File: src/rtl/alu_in_pkg.sv
// Shared types and LED codes for the ALU operand entry sequencer.
package alu_in_pkg;

    typedef enum logic [1:0] {
        WAIT_A  = 2'd0,
        WAIT_B  = 2'd1,
        WAIT_OP = 2'd2,
        READY   = 2'd3
    } loader_state_t;

    localparam logic [1:0] LED_WAIT_A  = 2'd0;
    localparam logic [1:0] LED_WAIT_B  = 2'd1;
    localparam logic [1:0] LED_WAIT_OP = 2'd2;
    localparam logic [1:0] LED_READY   = 2'd3;

endpackage

File: src/rtl/alu_operand_loader_rise_detect.sv
// Single-pulse rising-edge detector for level (button) inputs.
module rise_detect (
    input  logic clk,
    input  logic reset,
    input  logic level_in,
    output logic pulse_out
);

    logic r_level_q;

    // Flop resets high so a level held through reset is not seen as a press.
    always_ff @(posedge clk) begin
        if (reset) r_level_q <= 1'b1;
        else       r_level_q <= level_in;
    end

    assign pulse_out = level_in & ~r_level_q;

endmodule

File: src/rtl/alu_operand_loader.sv
// Sequences A, B and opcode entry from a shared bus into held ALU operand registers.
//   state   | meaning
//   WAIT_A  | next press captures operand A
//   WAIT_B  | next press captures operand B
//   WAIT_OP | next press captures opcode, completes a set
//   READY   | full set held; next press starts a new set with A
module alu_operand_loader
    import alu_in_pkg::*;
#(
    parameter int width     = 4,
    parameter int op_width  = 4,
    parameter int cnt_width = 8
) (
    input  logic                 clk,
    input  logic                 reset,
    input  logic [width-1:0]     data_in,
    input  logic                 load,
    input  logic                 clear,
    output logic [width-1:0]     a_out,
    output logic [width-1:0]     b_out,
    output logic [op_width-1:0]  op_out,
    output logic                 valid_out,
    output logic [1:0]           state_out,
    output logic [cnt_width-1:0] op_count
);

    loader_state_t         r_state;
    loader_state_t         w_next_state;
    logic                  w_load_edge;
    logic [width-1:0]      r_a;
    logic [width-1:0]      r_b;
    logic [op_width-1:0]   r_op;
    logic                  r_valid;
    logic [cnt_width-1:0]  r_count;

    rise_detect u_load_edge (
        .clk       (clk),
        .reset     (reset),
        .level_in  (load),
        .pulse_out (w_load_edge)
    );

    always_comb begin
        w_next_state = r_state;
        if (w_load_edge) begin
            case (r_state)
                WAIT_A:  w_next_state = WAIT_B;
                WAIT_B:  w_next_state = WAIT_OP;
                WAIT_OP: w_next_state = READY;
                READY:   w_next_state = WAIT_B;
                default: w_next_state = WAIT_A;
            endcase
        end
    end

    always_ff @(posedge clk) begin
        if (reset) begin
            r_state <= WAIT_A;
            r_a     <= '0;
            r_b     <= '0;
            r_op    <= '0;
            r_valid <= 1'b0;
            r_count <= '0;
        end else if (clear) begin
            // Abort keeps the completed-set count.
            r_state <= WAIT_A;
            r_a     <= '0;
            r_b     <= '0;
            r_op    <= '0;
            r_valid <= 1'b0;
        end else begin
            r_state <= w_next_state;
            r_valid <= (w_next_state == READY);
            if (w_load_edge) begin
                case (r_state)
                    WAIT_A, READY: r_a <= data_in;
                    WAIT_B:        r_b <= data_in;
                    WAIT_OP: begin
                        r_op    <= data_in[op_width-1:0];
                        r_count <= r_count + 1'b1;
                    end
                    default: ;
                endcase
            end
        end
    end

    assign a_out     = r_a;
    assign b_out     = r_b;
    assign op_out    = r_op;
    assign valid_out = r_valid;
    assign state_out = r_state;
    assign op_count  = r_count;

endmodule

File: config.mk
export PLATFORM = sky130hd
export DESIGN_NAME = alu_operand_loader
export DESIGN_NICKNAME = d
export VERILOG_FILES = /design/src/rtl/alu_in_pkg.sv /design/src/rtl/alu_operand_loader_rise_detect.sv /design/src/rtl/alu_operand_loader.sv
export SDC_FILE = /design/constraint.sdc
export NUM_CORES = 1
export LEC_CHECK = 0
export ABC_AREA = 1
export ABC_CLOCK_PERIOD_IN_PS = 1400
export CORE_MARGIN = 1
export CORE_UTILIZATION = 43
export CTS_CLUSTER_SIZE = 20
export DETAILED_ROUTE_END_ITERATION = 10
export GPL_TIMING_DRIVEN = 0
export HOLD_SLACK_MARGIN = 0.03
export PLACE_DENSITY = 0.81
export SLEW_MARGIN = 15
export SYNTH_ARGS = -nofsm -noshare
export SYNTH_HDL_FRONTEND = slang
export SYNTH_SLANG_ARGS = --single-unit
File: constraint.sdc
create_clock -name clk -period 1.4 [get_ports clk]
set_input_delay 0.14 -clock clk [delete_from_list [all_inputs] [get_ports clk]]
set_output_delay 0.14 -clock clk [all_outputs]
set_load 0.02 [all_outputs]
==> summary.txt, run 1 <==
CTS
  – CTS sink count: 24
  – H-tree depth reported by CTS: 1
  – Clock Path Buffers: 2
  – Post-CTS Hold Buffers: 0
  – Clk_lat worst skew: 0.30 ns
  – Root Buffer: clkbuf_4
  – CTS tree: done
  – TritonCTS Buffers: 3
  – Clk pin slew, worst setup/hold paths: 0.12 ns

Synth
  – FF+latch count, synth: 24
  – Sequential area share after synthesis: 46.3%
  – Top cells by area, synth: dfxtp_1 (46%), nand2_1 (12%), nand3_1 (9.2%), a21oi_1 (7.7%), nor2_1 (6.2%)
  – Mapped Area: 1040 um^2
  – Post-synth top area share: 46.3%
  – Syn Nets: 148
  – Yosys cell types: 17
  – Synthesized instance count: 136
  – Yosys top cell by area: dfxtp_1
  – Yosys warns: 0
  – Syn_area_per_cell: 7.63 um^2

STA
  – Final hold viol count: 0
  – Max Slew Vio Count: 0
  – Slew HR: 82.4%
  – Worst-margin pin slew: 0.261 ns
  – Setup-failing EPs final: 0
  – FMAX: 739 MHz
  – Final Cycle Share: 96.7%
  – Setup TNS: 0 ns
  – Worst Clk Skew: 0.00548 ns
  – Final worst path period need: 1.35 ns
  – RSZ-0062 raised after global routing: no

Detailed routing
  – Post-DR wirelength/cell: 11.7 um
  – Vias: 1002
  – Post-route ant nets: 0
  – Wirelength, routed: 2310 um
  – Drt pass-1 iters: 4
  – Iter 0 DRT Violations: 12
  – Vias per cell: 5.09
  – Residual DRC: 0

Final layout
  – Area Growth Syn to Fin: 34.3%
  – Fillers: 231
  – Proportion of layout cells with a drive suffix above 1: 8.28%
  – Post-Layout Cell Count: 197
  – NumNets Final: 183
  – Area of the multi-input gates: 504 um^2
  – ANT cells: 0
  – FF+latch area: 482 um^2

Placement
  – Placed instance count: 194
  – Port buffer count: 30
  – Detailed Place HPWL: 1800 um
  – Gpl congestion: 0.778

Floorplanning
  – Die ar.: 2610 um^2
  – Num ports: 31
  – Die H: 51.1 um
  – Chip width: 51.1 um
  – Initial Utilization: 46.4%
  – Core area: 2230 um^2
  – # rows: 17

Worst hold path
  – Hold WC Path Type: input pin to flop

Global route
  – First-pass GRT wire length: 3850 um
  – Initial antenna violation count: 0
  – Gr ovfl total: 0
  – Largest net degree at the start of global routing: 13
  – Total GRT Usage: 19.6%
  – Number of global-route vias before repair: 957

Worst setup path
  – CP Class: flop to output port
  – Largest stage delay on the critical path: 0.59 ns
  – CP cell instances: clkdlybuf4s50_1
  – Critical Path Source Type: flop
  – Crit path max-delay cell type: clkdlybuf4s50_1
  – Crit Path Max Fanout: 1
  – Buf/Inv on CP: 1
  – CP top delay family: buffers and inverters
  – Crit. End Element: output port
  – Critical path arrival: 1.21 ns
  – CP required: 1.26 ns

Status
  – Status: finished clean

Run
  – Max Cap Viol: 0

Pwr
  – PwrDens: 762 nW/um^2
  – Maximum VDD drop: 0.405 mV
  – Leakage power: 0.000643 uW
layout by cell type (no fill, tap or decap), types with 3 or more instances in the layout:
master	instances
a21oi_1	16
clkbuf_4	3
clkdlybuf4s50_1	8
dfxtp_1	23
dlygate4sd2_1	19
dlymetal6s2s_1	3
ha_1	3
inv_1	10
nand2_1	32
nand3_1	19
nor2_1	17
Yosys cell counts:
cell	count
nor3_1	1
buf_6	2
a21oi_1	16
inv_1	10
dfxtp_1	24
xor2_1	1
nand2_1	32
o21ai_2	1
o21ai_0	2
ha_1	4
nor2_4	2
nand2_2	2
nand4_1	1
nor2_1	17
buf_2	1
nand3_1	19
a21oi_2	1
power breakdown:
part | internal [uW] | switching (uW) | total (uW)
Combinational | 37.1 | 47.7 | 84.8
Sequential | 688 | 4.38 | 692
Clock | 100 | 184 | 285
Total | 825 | 236 | 1060
layer usage:
layer,up-vias,part of all wire (%),GRT usage (%)
li1,512,-,-
met1,449,40,21.0
met2,37,51,37.1
met3,4,7.2,2.98
met4,0,1.3,9.26
met5,-,0,0
state kept, by name, indices dropped and copies added, names as in the netlist:
name                   cells
u_load_edge.r_level_q      1
b_out                      4
a_out                      4
valid_out                  1
state_out                  2
op_count                   8
op_out                     4
cell type report:
type,instances,area share (%)
plain buffers,3,1.98
clock buffers,3,1.62
inverters,10,2.70
multi-input cells,99,36.2
flip-flops and latches,24,34.6
well taps,28,2.52
repair buffers,30,20.4
cells by family after synthesis:
kind of cell	synth area share (%)
simple gates	31.4
flops	46.3
compound gates	10.4
buf+inv	6.27
fa+ha+maj	4.83
xor+xnor	0.845
what timing repair did:
| action | in CTS | in global routing |
|---|---|---|
| gates resized for setup | 20 | 5 |
| setup buffers | 0 | 0 |
| endpoints found under the setup margin | 23 | 11 |
final timing paths:
check	start	depth (start not counted)	slack (ns)	end
worst max-delay path	valid_out$_SDFF_PP0_	1	0.05	valid_out
worst min-delay path	load	3	0.47	u_load_edge.r_level_q$_SDFF_PP1_
worst max register to register	state_out[0]$_SDFF_PP0_	8	0.13	op_count[7]$_SDFFE_PP0P_
worst min register to register	a_out[1]$_SDFFE_PP0P_	2	0.47	a_out[1]$_SDFFE_PP0P_
metrics by stage:
stage | power [uW] | util (%) | instance area (um^2) | worst slack [ns] | hold WS (ns)
5_1_grt | 1120 | 62.4 | 1390 | 0.00210 | 0.486
3_3_place_gp | 789 | 61.5 | 1370 | -0.0252 | 0.447
3_5_place_dp | 791 | 61.5 | 1370 | -0.0385 | 0.455
4_1_cts | 1070 | 61.5 | 1370 | 0.00221 | 0.463
2_1_floorplan | 749 | - | 1040 | 0.0193 | 0.202
6_report | 1060 | 62.4 | 1390 | 0.0468 | 0.468
No activity file was read; power rests on OpenSTA's default activity.
==> run 2, diff against run 1 <==
--- a/config.mk
+++ b/config.mk
@@ -6,7 +6,6 @@
 export NUM_CORES = 1
 export LEC_CHECK = 0
 export ABC_AREA = 1
-export ABC_CLOCK_PERIOD_IN_PS = 1400
 export CORE_MARGIN = 1
 export CORE_UTILIZATION = 43
 export CTS_CLUSTER_SIZE = 20
==> results of run 2 <==
The final DEF is identical to that of run 1; final timing and power are the same.
==> run 3, diff against run 2 <==
--- a/config.mk
+++ b/config.mk
@@ -6,10 +6,12 @@
 export NUM_CORES = 1
 export LEC_CHECK = 0
 export ABC_AREA = 1
+export ABC_CLOCK_PERIOD_IN_PS = 1400
 export CORE_MARGIN = 1
 export CORE_UTILIZATION = 43
 export CTS_CLUSTER_SIZE = 20
 export DETAILED_ROUTE_END_ITERATION = 10
+export GPL_ROUTABILITY_DRIVEN = 0
 export GPL_TIMING_DRIVEN = 0
 export HOLD_SLACK_MARGIN = 0.03
 export PLACE_DENSITY = 0.81
==> results of run 3 <==
The final DEF is identical to that of run 1; final timing and power are the same.
